### src/rtl/aes_key_sched_ctrl_pkg.sv
// Shared AES-128 key-schedule types, S-box and round constants.
package aes_key_sched_ctrl_pkg;

   typedef logic [127:0] aes_key_t;
   typedef logic [31:0]  aes_word_t;

   typedef enum logic [1:0] {StIdle, StExpand, StReady} state_e;

   localparam logic [7:0] SBOX [256] = '{
      8'h63, 8'h7c, 8'h77, 8'h7b, 8'hf2, 8'h6b, 8'h6f, 8'hc5,
      8'h30, 8'h01, 8'h67, 8'h2b, 8'hfe, 8'hd7, 8'hab, 8'h76,
      8'hca, 8'h82, 8'hc9, 8'h7d, 8'hfa, 8'h59, 8'h47, 8'hf0,
      8'had, 8'hd4, 8'ha2, 8'haf, 8'h9c, 8'ha4, 8'h72, 8'hc0,
      8'hb7, 8'hfd, 8'h93, 8'h26, 8'h36, 8'h3f, 8'hf7, 8'hcc,
      8'h34, 8'ha5, 8'he5, 8'hf1, 8'h71, 8'hd8, 8'h31, 8'h15,
      8'h04, 8'hc7, 8'h23, 8'hc3, 8'h18, 8'h96, 8'h05, 8'h9a,
      8'h07, 8'h12, 8'h80, 8'he2, 8'heb, 8'h27, 8'hb2, 8'h75,
      8'h09, 8'h83, 8'h2c, 8'h1a, 8'h1b, 8'h6e, 8'h5a, 8'ha0,
      8'h52, 8'h3b, 8'hd6, 8'hb3, 8'h29, 8'he3, 8'h2f, 8'h84,
      8'h53, 8'hd1, 8'h00, 8'hed, 8'h20, 8'hfc, 8'hb1, 8'h5b,
      8'h6a, 8'hcb, 8'hbe, 8'h39, 8'h4a, 8'h4c, 8'h58, 8'hcf,
      8'hd0, 8'hef, 8'haa, 8'hfb, 8'h43, 8'h4d, 8'h33, 8'h85,
      8'h45, 8'hf9, 8'h02, 8'h7f, 8'h50, 8'h3c, 8'h9f, 8'ha8,
      8'h51, 8'ha3, 8'h40, 8'h8f, 8'h92, 8'h9d, 8'h38, 8'hf5,
      8'hbc, 8'hb6, 8'hda, 8'h21, 8'h10, 8'hff, 8'hf3, 8'hd2,
      8'hcd, 8'h0c, 8'h13, 8'hec, 8'h5f, 8'h97, 8'h44, 8'h17,
      8'hc4, 8'ha7, 8'h7e, 8'h3d, 8'h64, 8'h5d, 8'h19, 8'h73,
      8'h60, 8'h81, 8'h4f, 8'hdc, 8'h22, 8'h2a, 8'h90, 8'h88,
      8'h46, 8'hee, 8'hb8, 8'h14, 8'hde, 8'h5e, 8'h0b, 8'hdb,
      8'he0, 8'h32, 8'h3a, 8'h0a, 8'h49, 8'h06, 8'h24, 8'h5c,
      8'hc2, 8'hd3, 8'hac, 8'h62, 8'h91, 8'h95, 8'he4, 8'h79,
      8'he7, 8'hc8, 8'h37, 8'h6d, 8'h8d, 8'hd5, 8'h4e, 8'ha9,
      8'h6c, 8'h56, 8'hf4, 8'hea, 8'h65, 8'h7a, 8'hae, 8'h08,
      8'hba, 8'h78, 8'h25, 8'h2e, 8'h1c, 8'ha6, 8'hb4, 8'hc6,
      8'he8, 8'hdd, 8'h74, 8'h1f, 8'h4b, 8'hbd, 8'h8b, 8'h8a,
      8'h70, 8'h3e, 8'hb5, 8'h66, 8'h48, 8'h03, 8'hf6, 8'h0e,
      8'h61, 8'h35, 8'h57, 8'hb9, 8'h86, 8'hc1, 8'h1d, 8'h9e,
      8'he1, 8'hf8, 8'h98, 8'h11, 8'h69, 8'hd9, 8'h8e, 8'h94,
      8'h9b, 8'h1e, 8'h87, 8'he9, 8'hce, 8'h55, 8'h28, 8'hdf,
      8'h8c, 8'ha1, 8'h89, 8'h0d, 8'hbf, 8'he6, 8'h42, 8'h68,
      8'h41, 8'h99, 8'h2d, 8'h0f, 8'hb0, 8'h54, 8'hbb, 8'h16
   };

   // Round constant for rounds 1..10; other indices never reach the datapath.
   function automatic logic [7:0] rcon_byte(input logic [3:0] idx);
      logic [7:0] rc;
      rc = 8'h00;
      unique case (idx)
         4'd1:    rc = 8'h01;
         4'd2:    rc = 8'h02;
         4'd3:    rc = 8'h04;
         4'd4:    rc = 8'h08;
         4'd5:    rc = 8'h10;
         4'd6:    rc = 8'h20;
         4'd7:    rc = 8'h40;
         4'd8:    rc = 8'h80;
         4'd9:    rc = 8'h1b;
         4'd10:   rc = 8'h36;
         default: rc = 8'h00;
      endcase
      return rc;
   endfunction

   function automatic aes_word_t sub_word(input aes_word_t w);
      return {SBOX[w[31:24]], SBOX[w[23:16]], SBOX[w[15:8]], SBOX[w[7:0]]};
   endfunction

endpackage

### src/rtl/aes_key_sched_ctrl_key_round.sv
// One combinational AES-128 key-expansion round: RotWord, SubWord, Rcon, XOR chain.
module aes_key_sched_ctrl_key_round
   import aes_key_sched_ctrl_pkg::*;
(
   input  logic [127:0] i_prev,
   input  logic [7:0]   i_rcon,
   output logic [127:0] o_next
);

   aes_word_t w_rot;
   aes_word_t w_temp;
   aes_word_t w_w4;
   aes_word_t w_w5;
   aes_word_t w_w6;
   aes_word_t w_w7;

   assign w_rot  = {i_prev[23:0], i_prev[31:24]};
   assign w_temp = sub_word(w_rot) ^ {i_rcon, 24'h000000};
   assign w_w4   = i_prev[127:96] ^ w_temp;
   assign w_w5   = i_prev[95:64]  ^ w_w4;
   assign w_w6   = i_prev[63:32]  ^ w_w5;
   assign w_w7   = i_prev[31:0]   ^ w_w6;
   assign o_next = {w_w4, w_w5, w_w6, w_w7};

endmodule

### src/rtl/aes_key_sched_ctrl.sv
// AES-128 key-schedule sequencer: accepts a key, expands one round per cycle into an
// 11-entry round-key file and serves entries through a registered read port.
module aes_key_sched_ctrl
   import aes_key_sched_ctrl_pkg::*;
#(
   parameter int unsigned N = 128,
   parameter int unsigned R = 10
) (
   input  logic         clk,
   input  logic         rst_n,
   input  logic [N-1:0] key_i,
   input  logic         key_valid_i,
   output logic         key_ready_o,
   input  logic         clear_i,
   input  logic [3:0]   rk_idx_i,
   output logic [N-1:0] rk_o,
   output logic         keys_valid_o,
   output logic         busy_o,
   output logic         done_o
);

   state_e       r_state;
   state_e       w_state_nxt;
   logic [3:0]   r_round_cnt;
   logic [3:0]   w_round_cnt_nxt;
   logic         r_keys_valid;
   logic         w_keys_valid_nxt;
   logic         r_done;
   logic         w_done_nxt;
   logic         w_load;
   logic         w_write;
   aes_key_t     r_cur;
   aes_key_t     w_next_key;
   logic [N-1:0] r_rk [0:R];
   logic [N-1:0] r_rk_o;

   aes_key_sched_ctrl_key_round u_key_round (
      .i_prev (r_cur),
      .i_rcon (rcon_byte(r_round_cnt)),
      .o_next (w_next_key)
   );

   assign key_ready_o  = (r_state != StExpand) && !clear_i;
   assign busy_o       = (r_state == StExpand);
   assign keys_valid_o = r_keys_valid;
   assign done_o       = r_done;
   assign rk_o         = r_rk_o;

   always_comb begin
      w_state_nxt      = r_state;
      w_round_cnt_nxt  = r_round_cnt;
      w_keys_valid_nxt = r_keys_valid;
      w_done_nxt       = 1'b0;
      w_load           = 1'b0;
      w_write          = 1'b0;
      // clear wins over a same-cycle handshake; the offered key is dropped
      if (clear_i) begin
         w_state_nxt      = StIdle;
         w_round_cnt_nxt  = 4'd0;
         w_keys_valid_nxt = 1'b0;
      end else begin
         unique case (r_state)
            StIdle, StReady: begin
               if (key_valid_i) begin
                  w_load           = 1'b1;
                  w_state_nxt      = StExpand;
                  w_round_cnt_nxt  = 4'd1;
                  w_keys_valid_nxt = 1'b0;
               end
            end
            StExpand: begin
               w_write = 1'b1;
               if (32'(r_round_cnt) == R) begin
                  w_state_nxt      = StReady;
                  w_round_cnt_nxt  = 4'd0;
                  w_keys_valid_nxt = 1'b1;
                  w_done_nxt       = 1'b1;
               end else begin
                  w_round_cnt_nxt = r_round_cnt + 4'd1;
               end
            end
            default: w_state_nxt = StIdle;
         endcase
      end
   end

   always_ff @(posedge clk or negedge rst_n) begin
      if (!rst_n) begin
         r_state      <= StIdle;
         r_round_cnt  <= 4'd0;
         r_keys_valid <= 1'b0;
         r_done       <= 1'b0;
      end else begin
         r_state      <= w_state_nxt;
         r_round_cnt  <= w_round_cnt_nxt;
         r_keys_valid <= w_keys_valid_nxt;
         r_done       <= w_done_nxt;
      end
   end

   always_ff @(posedge clk or negedge rst_n) begin
      if (!rst_n) begin
         r_cur  <= '0;
         r_rk_o <= '0;
         for (int unsigned i = 0; i <= R; i++) begin
            r_rk[i] <= '0;
         end
      end else begin
         if (w_load) begin
            r_rk[0] <= key_i;
            r_cur   <= key_i;
         end else if (w_write) begin
            r_rk[r_round_cnt] <= w_next_key;
            r_cur             <= w_next_key;
         end
         r_rk_o <= (32'(rk_idx_i) <= R) ? r_rk[rk_idx_i] : '0;
      end
   end

endmodule

### config.mk
export PLATFORM = sky130hd
export DESIGN_NAME = aes_key_sched_ctrl
export DESIGN_NICKNAME = d
export VERILOG_FILES = /design/src/rtl/aes_key_sched_ctrl_pkg.sv /design/src/rtl/aes_key_sched_ctrl_key_round.sv /design/src/rtl/aes_key_sched_ctrl.sv
export SDC_FILE = /design/constraint.sdc
export NUM_CORES = 2
export LEC_CHECK = 0
export CAP_MARGIN = 20
export CELL_PAD_IN_SITES_DETAIL_PLACEMENT = 2
export CELL_PAD_IN_SITES_GLOBAL_PLACEMENT = 2
export CORE_ASPECT_RATIO = 0.75
export CORE_MARGIN = 2
export CORE_UTILIZATION = 40
export CTS_BUF_LIST = sky130_fd_sc_hd__clkbuf_2
export DETAILED_ROUTE_END_ITERATION = 12
export HOLD_SLACK_MARGIN = 0.03
export PLACE_DENSITY = 0.83
export SLEW_MARGIN = 20
export SYNTH_ARGS = -nofsm -noshare
export SYNTH_HDL_FRONTEND = slang
export SYNTH_SLANG_ARGS = --single-unit
### constraint.sdc
create_clock -name clk -period 11.4 [get_ports clk]
set_clock_uncertainty 0.1 [all_clocks]
set_input_delay 2.28 -clock clk [delete_from_list [all_inputs] [get_ports clk]]
set_output_delay 2.28 -clock clk [all_outputs]
set_load 0.02 [all_outputs]
[Word level (Yosys, flattened, before mapping)]
Memory sizes are Yosys's and may differ from the RTL's.
Index checks and enable logic that the tools add are counted.
Word-level totals
  register bits: 1672
  bits in read-only memories: 8320
  input bits: 136
  output and inout port bits: 132
  memories: 5
Cells by class
  add/sub/neg operators: 1
  $lt $le $gt $ge: 8
  equality and inequality tests: 6
  mux-type cells: 39
  bitwise logic cells: 12
  reduce and logical (&&, ||, !) cells: 11
Memory list
  (no name shown): words 256, bits a word 8, rd ports 1, clocked after memory_dff 0, wr ports 0, line aes_key_sched_ctrl_pkg.sv:65  | return {SBOX[w[31:24]], SBOX[w[23:16]], SBOX[w[15:8]], SBOX[w[7:0]]};
  (no name shown): words 256, bits a word 8, rd ports 1, clocked after memory_dff 0, wr ports 0, line aes_key_sched_ctrl_pkg.sv:65
  (no name shown): words 256, bits a word 8, rd ports 1, clocked after memory_dff 0, wr ports 0, line aes_key_sched_ctrl_pkg.sv:65
  (no name shown): words 256, bits a word 8, rd ports 1, clocked after memory_dff 0, wr ports 0, line aes_key_sched_ctrl_pkg.sv:65
  (no name shown): words 16, bits a word 8, rd ports 1, clocked after memory_dff 0, wr ports 0, line aes_key_sched_ctrl_pkg.sv:48  | unique case (idx)
Operators with widths (number)
  $bwmux 1408: 1
  $mux 1408: 1
  $mux 128: 7
  $bmux 128 s4: 1
  $demux 128 s4: 1
  $xor 32x32->32: 5
  $mux 8: 8
  $ge 9x9->1 const B: 4
  $not 8->9: 4
  $mux 4: 3
  $mux 1: 11
  $ge 5x5->1 const B: 2
  $not 4->5: 2
  $pmux 4 s2: 1
  $mux 2: 3
  $reduce_and 2->1: 3
  $lt 5x1->1 const B: 1
  $add 4x1->4 const B: 1
  $eq 4x4->1 const B: 1
  $le 4x4->1 const B: 1
  $pmux 2 s2: 1
  $ne 3x2->1 const B: 1
  $ne 3x3->1 const B: 1
  $reduce_and 3->1: 1
  other kinds (11): 12

[Logic depth before layout (Yosys ltp)]
  word-level depth: 12
  gate-level depth with buffers: 16
  depth with buffers taken out: 11

[Cells and area by module]
From an unflattened synthesis, not the netlist that was laid out.
Unflattened totals
  cell total of the unflattened synthesis: 7711
  area, all modules: 91544.0 um^2
Modules (own cells, without submodules)
  aes_key_sched_ctrl: times used 1, cells an instance 5372, area each 75262.2 um^2, sequential area each 41840.1 um^2
  aes_key_sched_ctrl_key_round: times used 1, cells an instance 2339, area each 16281.9 um^2, sequential area each 0.0 um^2

[Worst setup path before layout]
No wires, ideal clock.
  path kind: input to output
  start: input clear_i
  end: output key_ready_o
  arrival: 2.573 ns
  required time: 9.020 ns
  path slack: 6.447 ns
  stages: 1
  path buffers: 0
  path through: nor2_1
Between the ends
  longest elaborated chain between the ends: 2
Ends and longest elaborated chain
  start, declared: line aes_key_sched_ctrl.sv:14  | input logic clear_i,
  $logic_not 1->1: line aes_key_sched_ctrl.sv:43  | assign key_ready_o = (r_state != StExpand) && !clear_i;
  $logic_and 1x1->1: line aes_key_sched_ctrl.sv:43
  end, declared: line aes_key_sched_ctrl.sv:13  | output logic key_ready_o,
Every way passes these cells.

[Worst setup path after layout]
  start: register r_cur[10]
  end: register r_rk[146] (netlist name)
Between the ends
  longest elaborated chain between the ends: 10
Ends and longest elaborated chain
  start, declared: line aes_key_sched_ctrl.sv:32  | aes_key_t r_cur;
  start signal, assigned: line aes_key_sched_ctrl.sv:111  | r_cur <= key_i;
  start signal, assigned: line aes_key_sched_ctrl.sv:114  | r_cur <= w_next_key;
  $not 8->9 (implied by the code): line aes_key_sched_ctrl_pkg.sv:65
  $mem_v2 256x8
  $mux 8 (implied by the code) (2 in series): line aes_key_sched_ctrl_pkg.sv:65
  $xor 32x32->32: line aes_key_sched_ctrl_key_round.sv:18  | assign w_temp = sub_word(w_rot) ^ {i_rcon, 24'h000000};
  $xor 32x32->32: line aes_key_sched_ctrl_key_round.sv:19  | assign w_w4 = i_prev[127:96] ^ w_temp;
  $xor 32x32->32: line aes_key_sched_ctrl_key_round.sv:20  | assign w_w5 = i_prev[95:64] ^ w_w4;
  $xor 32x32->32: line aes_key_sched_ctrl_key_round.sv:21  | assign w_w6 = i_prev[63:32] ^ w_w5;
  $xor 32x32->32: line aes_key_sched_ctrl_key_round.sv:22  | assign w_w7 = i_prev[31:0] ^ w_w6;
  $bwmux 1408: line aes_key_sched_ctrl.sv:113  | r_rk[r_round_cnt] <= w_next_key;
  end signal, assigned by index: line aes_key_sched_ctrl.sv:113
  end, declared: line aes_key_sched_ctrl.sv:34  | logic [N-1:0] r_rk [0:R];
Every way passes these cells. The select of a mux whose other input is x is not followed.
A chain may end at the register's enable or synchronous reset.

==> key figures <==
Timing
  – Slew HR: 0.138
  – Final setup fails: 0
  – Tmin final: 6.62 ns
  – RSZ-0062 raised after global routing: no
  – Fin Setup TNS: 0 ns
  – Fin. max-slew vios: 0
  – Worst setup margin: around 4.8 ns
  – Final period util: 0.580
  – Worst slew pin tran: between 1 and 1.5 ns
  – Final hold violations: 0
  – Achievable Freq: 0.151 GHz

Worst setup path
  – Worst Path Required: around 13 ns
  – Max Fanout on Critical Path: 70
  – CP startpoint kind: register
  – Crit-path leading delay family: XOR/XNOR gates
  – CP Class: register to register
  – Worst path bufs/invs: 2
  – CP most frequent cell: xnor2_2
  – CP max stage cell: xor2_2
  – Worst path cell trace: buf_4, inv_2, ha_1, nor2_1, a311oi_1, a211oi_1, a2111oi_2, nor3_2, xnor2_2, xor2_2, xnor2_2, o21ai_1
  – Crit path DAT: 7.98 ns
  – Largest stage delay on the critical path: 0.97 ns
  – Crit. End Element: register

Routing
  – Iteration-0 DRC Markers: 8091
  – Vias per cell: around 6.4
  – Number of detailed-route iterations in the first pass: 7
  – Routed length per instance: 32.8 um
  – Number of remaining DRC errors: 0
  – DR vias: 77900
  – Post-Route WL: 399000 um
  – Antenna Violating Nets Remaining: 0

Final layout
  – Post-layout net count: 9167
  – Non-Filler Cell Area, Final: 95600 um^2
  – Layout cell share with drive strength beyond 1: 0.146
  – Synth-to-Final Area Change: 9.60%

Clock tree
  – CTS Sinks: 1672
  – H-tree level count: 5
  – # Post-CTS Setup Buffers: 0
  – Clk Latency, worst-skew pair: between 1.5 and 2 ns
  – Number of gates resized after cts: 0
  – Hold Buf Count CTS: 0
  – Root buf cell: clkbuf_2
  – CTS tree: yes
  – Max clock buf depth: 4
  – Clk pin slew, worst setup/hold paths: between 0.1 and 0.15 ns
  – Num CTS Buffers: 418

Synthesis
  – Register area share after synthesis: 0.480
  – Yosys reg bits: 1672
  – Count of cell types in the netlist: 102
  – Number of synthesized flops with an enable pin: 0
  – Share of the synthesized area in the top cell type: 0.480
  – Yosys Warn Count: 0
  – Commonest cells post-synth: 1672 x dfrtp_1, 1603 x nand2_1, 1376 x o21ai_0
  – Top-count cell post-synth: dfrtp_1
  – Synth area leaders: dfrtp_1 48%, mux4_2 8.3%, o21ai_0 7.9%
  – Post-Syn Area: a little under 90000 um^2
  – Post-synth top area cell: dfrtp_1
  – Ys flop type: dfrtp_1
  – Synth Area per Inst: 9.69 um^2
  – Mapped Nets: 9202
  – FFs w/ async S/R, synth: 1.00
  – Syn Inst Count: approximately 9000

Placed design
  – Final HPWL DP: 256000 um
  – IO buf count: 267
  – Setup WS pre-CTS: roughly 4.3 ns
  – Placed cell areas: approximately 90000 um^2
  – Gpl congestion: 0.985

Power and ir drop
  – Pwr Density: 343 nW/um^2
  – Peak supply drop: 0.000286 V
  – Leak: about 0.042 uW

GRT
  – Congestion Overflow GR: 0
  – Vias in the first global route: 84500
  – Total global routing track utilization: 0.356
  – Initial antenna violation count: 29
  – Pin count of the biggest net entering global routing: roughly 180
  – First-pass GRT wire length: approximately 590000 um

Floorplan
  – Starting Density: 0.402
  – Die Ht: around 410 um
  – Die width: 543 um
  – Cell row count: 148
  – Io pins: about 270
  – Die ar.: roughly 220000 um^2
  – Core area: 217000 um^2

Flow run
  – Max-Cap Viols: 0

Run status
  – Status: complete, no violations

Worst hold path
  – HP Class: register to register
==> path summary, 6_finish.rpt <==
kind,from,to,slack (ns),cells past startpoint
max in group asynchronous,rst_n,r_rk[752],8.05,3
min reg2reg,r_rk[148],rk_o[20],0.35,2
min in group asynchronous,rst_n,rk_o[10],0.46,1
max reg2reg,r_cur[10],r_rk[146],4.78,12
max,r_cur[10],r_rk[146],4.78,12
min,r_rk[148],rk_o[20],0.35,2
==> placed cells by master (no fill, tap or decap), drive strengths merged, types with 145 or more instances in the layout <==
cell type	count
a21oi	415
buf	206
clkbuf	589
clkdlybuf4s50	262
dfrtp	1672
mux2i	309
mux4	321
nand2	1603
nor2	428
o21ai	1503
o22ai	145
xnor2	187
==> where the power goes <==
part | total (uW) | switching, uW | leakage (uW) | internal [uW]
clock network | 4200 | 2750 | 0.00270 | 1450
logic | 20400 | 15000 | 0.0165 | 5480
registers | 8150 | 1130 | 0.0225 | 7020
total | 32800 | 18800 | 0.0417 | 13900
==> sequential cells by signal, indices dropped and copies added, names as in the netlist <==
register / flops
r_rk: 1408
r_state: 2
r_round_cnt: 4
keys_valid_o: 1
done_o: 1
r_cur: 128
rk_o: 128
==> metal layers <==
metal / up-vias / global-route usage / part of all wire
li1: 31900 / - / -
met1: 41400 / 0.488 / 0.42
met2: 3720 / 0.534 / 0.45
met3: 890 / 0.0786 / 0.085
met4: 12 / 0.167 / 0.049
met5: - / 0 / 0.00018
==> cells by family (layout without fill, tap and decap cells) <==
kind of cell / after synthesis / after routing / share of synthesized area
adders and majority gates: 61 / 61 / 0.00875
other: 0 / 10 / 0
muxes: 677 / 677 / 0.125
DFF: 1672 / 1672 / 0.480
xor gates and xnor gates: 264 / 264 / 0.0309
buffers and inverters: 991 / 1226 / 0.0458
and+or+nand+nor: 2633 / 2633 / 0.129
AOI/OAI and AO/OA: 2707 / 2707 / 0.181
==> worst register-to-register path: stages, from the launching register on <==
cell and delay (ns):
dfrtp_2 0.89, buf_4 0.75, inv_2 0.39, ha_1 0.32, nor2_1 0.12, a311oi_1 0.09
a211oi_1 0.47, a2111oi_2 0.12, nor3_2 0.88, xnor2_2 0.56, xor2_2 0.97, xnor2_2 0.51
o21ai_1 0.33
==> final cells by class <==
cell class / instances / area (um^2)
Clock buffer: 589 / 2950
Tap cell: 2925 / 3660
Inverter: 68 / 255
Timing Repair Buffer: 468 / 4470
Fill cell: 22800 / 121000
Sequential cell: 1672 / 41900
Antenna cell: 10 / 25.0
Multi-Input combinational cell: 6342 / 41800
Clock inverter: 101 / 543
==> metrics by stage <==
| step | hold WS, ns | utilization | std cells | total power [uW] |
|---|---|---|---|---|
| 2_1_floorplan | 0.345 | - | 9005 | 18500 |
| 3_3_place_gp | 0.355 | 0.423 | 11500 | 26500 |
| 3_5_place_dp | 0.369 | 0.423 | 11500 | 27400 |
| 4_1_cts | 0.368 | 0.440 | 12200 | 31800 |
| 5_1_grt | 0.364 | 0.441 | 12200 | 33800 |
| 6_report | 0.353 | 0.441 | 12200 | 32800 |
Note: power is estimated with default switching activity, not from simulation.
